`src/rtl/param_updown_counter.sv`:
```
// Parametrised up/down/bounce counter with wrap or saturate limits, synchronous
// load and a registered terminal-count pulse coincident with the post-event count.
module param_updown_counter #(
    parameter int          WIDTH   = 4,
    parameter int unsigned MAX_VAL = (2 ** WIDTH) - 1
) (
    input  logic             clk,
    input  logic             clr,
    input  logic             en,
    input  logic             load,
    input  logic [WIDTH-1:0] load_val,
    input  logic [1:0]       mode,
    input  logic             sat,
    output logic [WIDTH-1:0] count,
    output logic             dir,
    output logic             tc
);

    typedef enum logic [1:0] {
        MODE_UP     = 2'b00,
        MODE_DOWN   = 2'b01,
        MODE_BOUNCE = 2'b10,
        MODE_HOLD   = 2'b11
    } mode_e;

    localparam logic [WIDTH-1:0] MAX_C = WIDTH'(MAX_VAL);
    localparam logic [WIDTH-1:0] ONE   = WIDTH'(1);

    mode_e            mode_q;
    logic [WIDTH-1:0] count_inc;
    logic [WIDTH-1:0] count_dec;
    logic [WIDTH-1:0] count_nxt;
    logic             dir_nxt;
    logic             tc_nxt;

    assign mode_q    = mode_e'(mode);
    assign count_inc = count + ONE;
    assign count_dec = count - ONE;

    always_comb begin
        // NOTE: every combinational output gets a default first so no path can infer a latch.
        count_nxt = count;
        dir_nxt   = dir;
        tc_nxt    = 1'b0;

        if (load) begin
            count_nxt = (load_val > MAX_C) ? MAX_C : load_val;
        end else if (en && mode_q != MODE_HOLD) begin
            unique case (mode_q)
                MODE_UP: begin
                    dir_nxt = 1'b0;
                    if (count == MAX_C) begin
                        if (!sat) begin
                            count_nxt = '0;
                            tc_nxt    = 1'b1;
                        end
                    end else begin
                        count_nxt = count_inc;
                        tc_nxt    = sat && (count_inc == MAX_C);
                    end
                end
                MODE_DOWN: begin
                    dir_nxt = 1'b1;
                    if (count == '0) begin
                        if (!sat) begin
                            count_nxt = MAX_C;
                            tc_nxt    = 1'b1;
                        end
                    end else begin
                        count_nxt = count_dec;
                        tc_nxt    = sat && (count_dec == '0);
                    end
                end
                MODE_BOUNCE: begin
                    // Turning around at either end steps away immediately, so the end value is never repeated.
                    if (!dir) begin
                        if (count == MAX_C) begin
                            dir_nxt   = 1'b1;
                            count_nxt = MAX_C - ONE;
                            tc_nxt    = 1'b1;
                        end else begin
                            count_nxt = count_inc;
                        end
                    end else begin
                        if (count == '0) begin
                            dir_nxt   = 1'b0;
                            count_nxt = ONE;
                            tc_nxt    = 1'b1;
                        end else begin
                            count_nxt = count_dec;
                        end
                    end
                end
                default: begin
                    count_nxt = count;
                end
            endcase
        end
    end

    always_ff @(posedge clk or negedge clr) begin
        if (!clr) begin
            count <= '0;
            dir   <= 1'b0;
            tc    <= 1'b0;
        end else begin
            // NOTE: non-blocking assignments so all three registers update from the same pre-edge state.
            count <= count_nxt;
            dir   <= dir_nxt;
            tc    <= tc_nxt;
        end
    end

endmodule

```
`config.mk`:
```
export PLATFORM = sky130hd
export DESIGN_NAME = param_updown_counter
export DESIGN_NICKNAME = d
export VERILOG_FILES = /design/src/rtl/param_updown_counter.sv
export SDC_FILE = /design/constraint.sdc
export NUM_CORES = 1
export LEC_CHECK = 0
export ABC_AREA = 1
export CAP_MARGIN = 20
export CORE_UTILIZATION = 49
export DETAILED_ROUTE_END_ITERATION = 10
export PLACE_DENSITY = 0.83
export SYNTH_ARGS = -nofsm -noshare
export SYNTH_HDL_FRONTEND = slang
export SYNTH_SLANG_ARGS = --single-unit
```
`constraint.sdc`:
```
create_clock -name clk -period 1.68 [get_ports clk]
set_input_delay 0.336 -clock clk [delete_from_list [all_inputs] [get_ports clk]]
set_output_delay 0.336 -clock clk [all_outputs]
set_load 0.1 [all_outputs]
```
# Yosys cells after proc, flatten, opt, wreduce, memory -nomap -nowiden
# Cells that the tools add are included.
# totals
word_cells	48
regBits	6
# op_classes
eq_ne	7
reduce_logical	11
order_cmp	1
bitwise_logic	1
muxes	23
n_addsub	2
# ops
operator	n
$mux 4	10
$pmux 4 s3	1
$mux 1	10
$eq 4x4->1 const B	2
$logic_not 4->1	2
$ne 4x4->1 const B	2
$pmux 1 s3	2
$add 4x1->4 const B	1
$gt 4x4->1 const B	1
$reduce_and 4->1	1
$reduce_bool 4->1	1
$sub 4x1->4 const B	1
$logic_and 1x1->1	3
$reduce_and 3->1	1
$reduce_bool 3->1	1
$eq 2x1->1 const B	1
$eq 2x2->1 const B	1
$logic_not 2->1	1
$ne 2x2->1 const B	1
$reduce_bool 2->1	1
$not 1->1	1

# Depth between registers and ports, before layout
# logic_depth
word_depth	7
ltp_mapped	13
depth_no_buf	13

# Worst setup path after synthesis
# Ideal clock, no wire load.
# synth_path
kind	reg-to-reg
from	reg count[0]
to	reg count[2]
stages_incl_launch_ff	11
arrival_ps	2146
setup_slack_ps	-583
synth_period_minus_slack_ps	2263
setup_ps	116
path_cell_list	dfrtp_1 > inv_1 > ha_1 > xnor2_1 > nand2_1 > a21oi_1 > nand2_1 > nand2_1 > nand2_1 > nand2_1 > nand2_1
# synth_via
elab_chain_cells	6
elab_cells_between_ends	15
# synth_lines
item	line_no	source
from (decl)	14	output logic [WIDTH-1:0] count,
from (signal assigned)	108	count <= count_nxt;
$add 4x1->4 (tied with other cells)	37	assign count_inc = count + ONE;
$mux 4, on equally long branches	77, 85	
$mux 4	76	if (!dir) begin
$pmux 4 s3	49	unique case (mode_q)
$mux 4	48	end else if (en && mode_q != MODE_HOLD) begin
$mux 4	46	if (load) begin
# Several ways; a longest one is shown, not always the timed one. The select of a mux whose other input is x is not followed.
# A chain may end at the register's enable or synchronous reset.

# Worst setup path in the final report
# layout_path
from	in mode[1]
to	reg count[1]
# layout_via
elab_chain_cells	4
elab_cells_between_ends	13
# layout_lines
item	line_no	source
from (decl)	12	input logic [1:0] mode,
$eq 2x2->1 (tied with other cells)	49	
$pmux 4 s3 or $logic_and 1x1->1 (tied branches)	49, 48	
$mux 4 or $reduce_bool 2->1 (tied branches)	n/a	
$mux 4 or $reduce_and 4->1 (tied branches)	n/a	
# Several ways; a longest one is shown, not always the timed one. The select of a mux whose other input is x is not followed.

==> metrics.md <==
| Metric | Value |
|---|---|
| Die extent in x | `42.0 um` |
| Power Dens Cells | `974 mW/mm2` |
| Synth cell types | `22` |
| Detail Placement HPWL | `1700 um` |
| Worst-margin pin slew | `294 ps` |
| Max Freq | `0.630 GHz` |
| Syn avg cell area | `6.26 um2` |
| Area after DPL | `0.00110 mm2` |
| Antenna diodes | `0` |
| Gr usage total | `26.8%` |
| Area share of and/or/nand/nor cells after synthesis | `41.6%` |
| Outcome | `complete, no violations` |
| Largest area contributor in the netlist | `nand2_1` |
| Worst setup SP type | `primary input` |
| Synthesis Warnings | `0` |
| Worst VDD drop | `0.539 mV` |
| Syn-to-layout area delta | `50.1%` |
| Reg2reg start | `count[0]` |
| Worst-case reg-to-reg path depth | `13` |
| CTS sink count | `6` |
| CTS tree | `done` |
| DRC | `0` |
| Worst EP arrival | `1770 ps` |
| Xor/xnor cell area share of the yosys netlist | `2.24%` |
| Worst-Skew Late Latency | `250 ps` |
| Post-synthesis cell area | `782 um2` |
| Max-Cap Viols | `0` |
| Post-synthesis sequential area ratio | `19.2%` |
| Unrepaired setup endpoints after global routing | `no` |
| Adder-Cell Fraction of Synth Area | `14.4%` |
| Maximum clock skew at final layout | `0.622 ps` |
| Post-synth top area share | `20.2%` |
| Gpl congestion | `0.885` |
| #FFs+latches synth | `6` |
| Clock root cell | `clkbuf_4` |
| Fin. max-slew vios | `0` |
| Final Hold Slack | `337 ps` |
| GRT overflow | `0` |
| First-pass GRT wire length | `3620 um` |
| # IOs | `17` |
| Kind of critical path | `in -> reg` |
| Worst EP required | `1860 ps` |
| Antenna viol nets, final | `0` |
| Final nets | `176` |
| Total CTS buffers | `3` |
| Initial antenna violation count | `0` |
| Mapped Nets | `145` |
| Post-synthesis compound-gate area fraction | `12.6%` |
| Routed WL per cell | `12.8 um` |
| R2R Path End | `count[1]` |
| Max Buffers Root-to-Sink | `2` |
| Number of global-route vias before repair | `889` |
| Min Tclk post-route | `1590 ps` |
| DIE AREA | `0.00176 mm2` |
| Layout cells sized above 1 | `29.7%` |
| Synth area leaders | `nand2_1 (20%), dfrtp_1 (19%), ha_1 (14%)` |
| DRT Pass-1 Iters | `4` |
| Hold crit path type | `in -> async` |
| Design area | `0.00117 mm2` |
| Worst-path clk slew | `50 ps` |
| DR iter-0 viols | `29` |
| Mapped Cells | `125` |
| Largest net degree at the start of global routing | `10` |
| Worst relative slew slack | `80.3%` |
| Hold Violations, Final | `0` |
| Via density | `5.43` |
| Largest family of logic cells by synthesized area | `simple AND/OR/NAND/NOR gates` |
| Static leakage | `0.591 nW` |
| Row count | `14` |
| Part of the cycle the worst path needs | `94.5%` |
| Final setup viols | `0` |
| H-tree depth | `1` |
| Setup crit start | `mode[1]` |
| PortBufs | `16` |
| Setup crit end kind | `flop` |
| Core area | `0.00151 mm2` |
| Crit-path max FO | `8` |
| Worst R2R Setup Slack | `130 ps` |
| Initial Util | `51.9%` |
| Vias post-DR | `928` |
| Die height | `42.0 um` |
| Mux share of post-synthesis cell area | `0%` |
| DRT Wirelength | `2180 um` |
[cells in the mapped netlist (all sizes together)]
library cell   n
a21oi          5
nand4          4
a31oi          2
xnor2          2
inv           17
o21ai          7
dfrtp          6
ha             9
nand2         45
o31ai          1
nor2          16
o211ai         2
buf            1
nand3          8
[report_power, final]
group	internal, mW	switching (mW)
registers	0.179	0.0645
clock network	0.0904	0.0589
logic	0.292	0.458
[placed cells by master (no fill, tap or decap), types with 2 or more instances in the layout]
cell	count
o21ai_0	6
ha_2	4
buf_4	11
dfrtp_4	2
nand2_1	42
nand3_1	7
nor2_1	15
clkbuf_4	3
buf_12	6
a21oi_1	4
o211ai_1	2
inv_2	6
a31oi_1	2
nand4_1	2
dfrtp_2	3
clkdlybuf4s50_1	9
inv_1	10
ha_1	4
nand2_2	2
[final cells by class]
class	instances	area, um2
multi-input cells	101	594
fillers	113	333
repair buffers	27	305
flip-flops and latches	6	161
inverters	17	66.3
clock buffers	4	26.3
well taps	16	20.0
[per-layer routing]
layer	GRT usage [%]	routed length (um)	up-vias
met5	0	0	-
met4	9.68	0	0
met3	6.52	113	0
met2	46.6	1140	42
met1	31.6	934	425
li1	-	-	461
[cells by family (layout without fill, tap and decap cells)]
kind of cell,count (synthesis),in the layout
buffers and inverters,18,48
flip-flops,6,6
AO/OA/AOI/OAI,17,17
XOR/XNOR,2,2
adder cells (fa/ha/maj),9,9
AND/OR/NAND/NOR,73,73
[through the flow]
stage          setup TNS, ps  power, mW  setup WS (ps)  instances  utilization [%]
2_1_floorplan              0      0.703           12.7        125                -
4_1_cts                    0       1.11           10.5        169             74.6
3_3_place_gp            -640      0.941           -167        165             72.8
6_report                   0       1.14           93.2        171             77.9
3_5_place_dp           -1040      0.955           -252        165             72.8
5_1_grt                    0       1.22           11.8        171             77.9
[worst max-delay path by stage]
stage | end | slack, ps | cells past startpoint
2_1_floorplan | count[2] | 10 | 13
3_3_place_gp | count[0] | -170 | 9
3_5_place_dp | count[0] | -250 | 8
4_1_cts | count[0] | 10 | 8
5_1_grt | count[0] | 10 | 9
6_report | count[1] | 90 | 8
[timing repair]
action,in CTS,in global routing
hold buffers,0,0
endpoints found under the setup margin,0,4
hold endpoints to repair,0,0
setup buffers,0,2
gates resized for setup,0,12
[state kept, by name, summed over array words and instances (netlist names)]
name / cells
count: 4
tc: 1
dir: 1
[critical path: stages]
cell and delay [ps]:
clkdlybuf4s50_1 410, buf_4 140, ha_1 190, o21ai_1 220
nand4_4 180, nor2_1 140, nand2_1 80, nand2_1 60
Power figures use the tool's default switching activity.
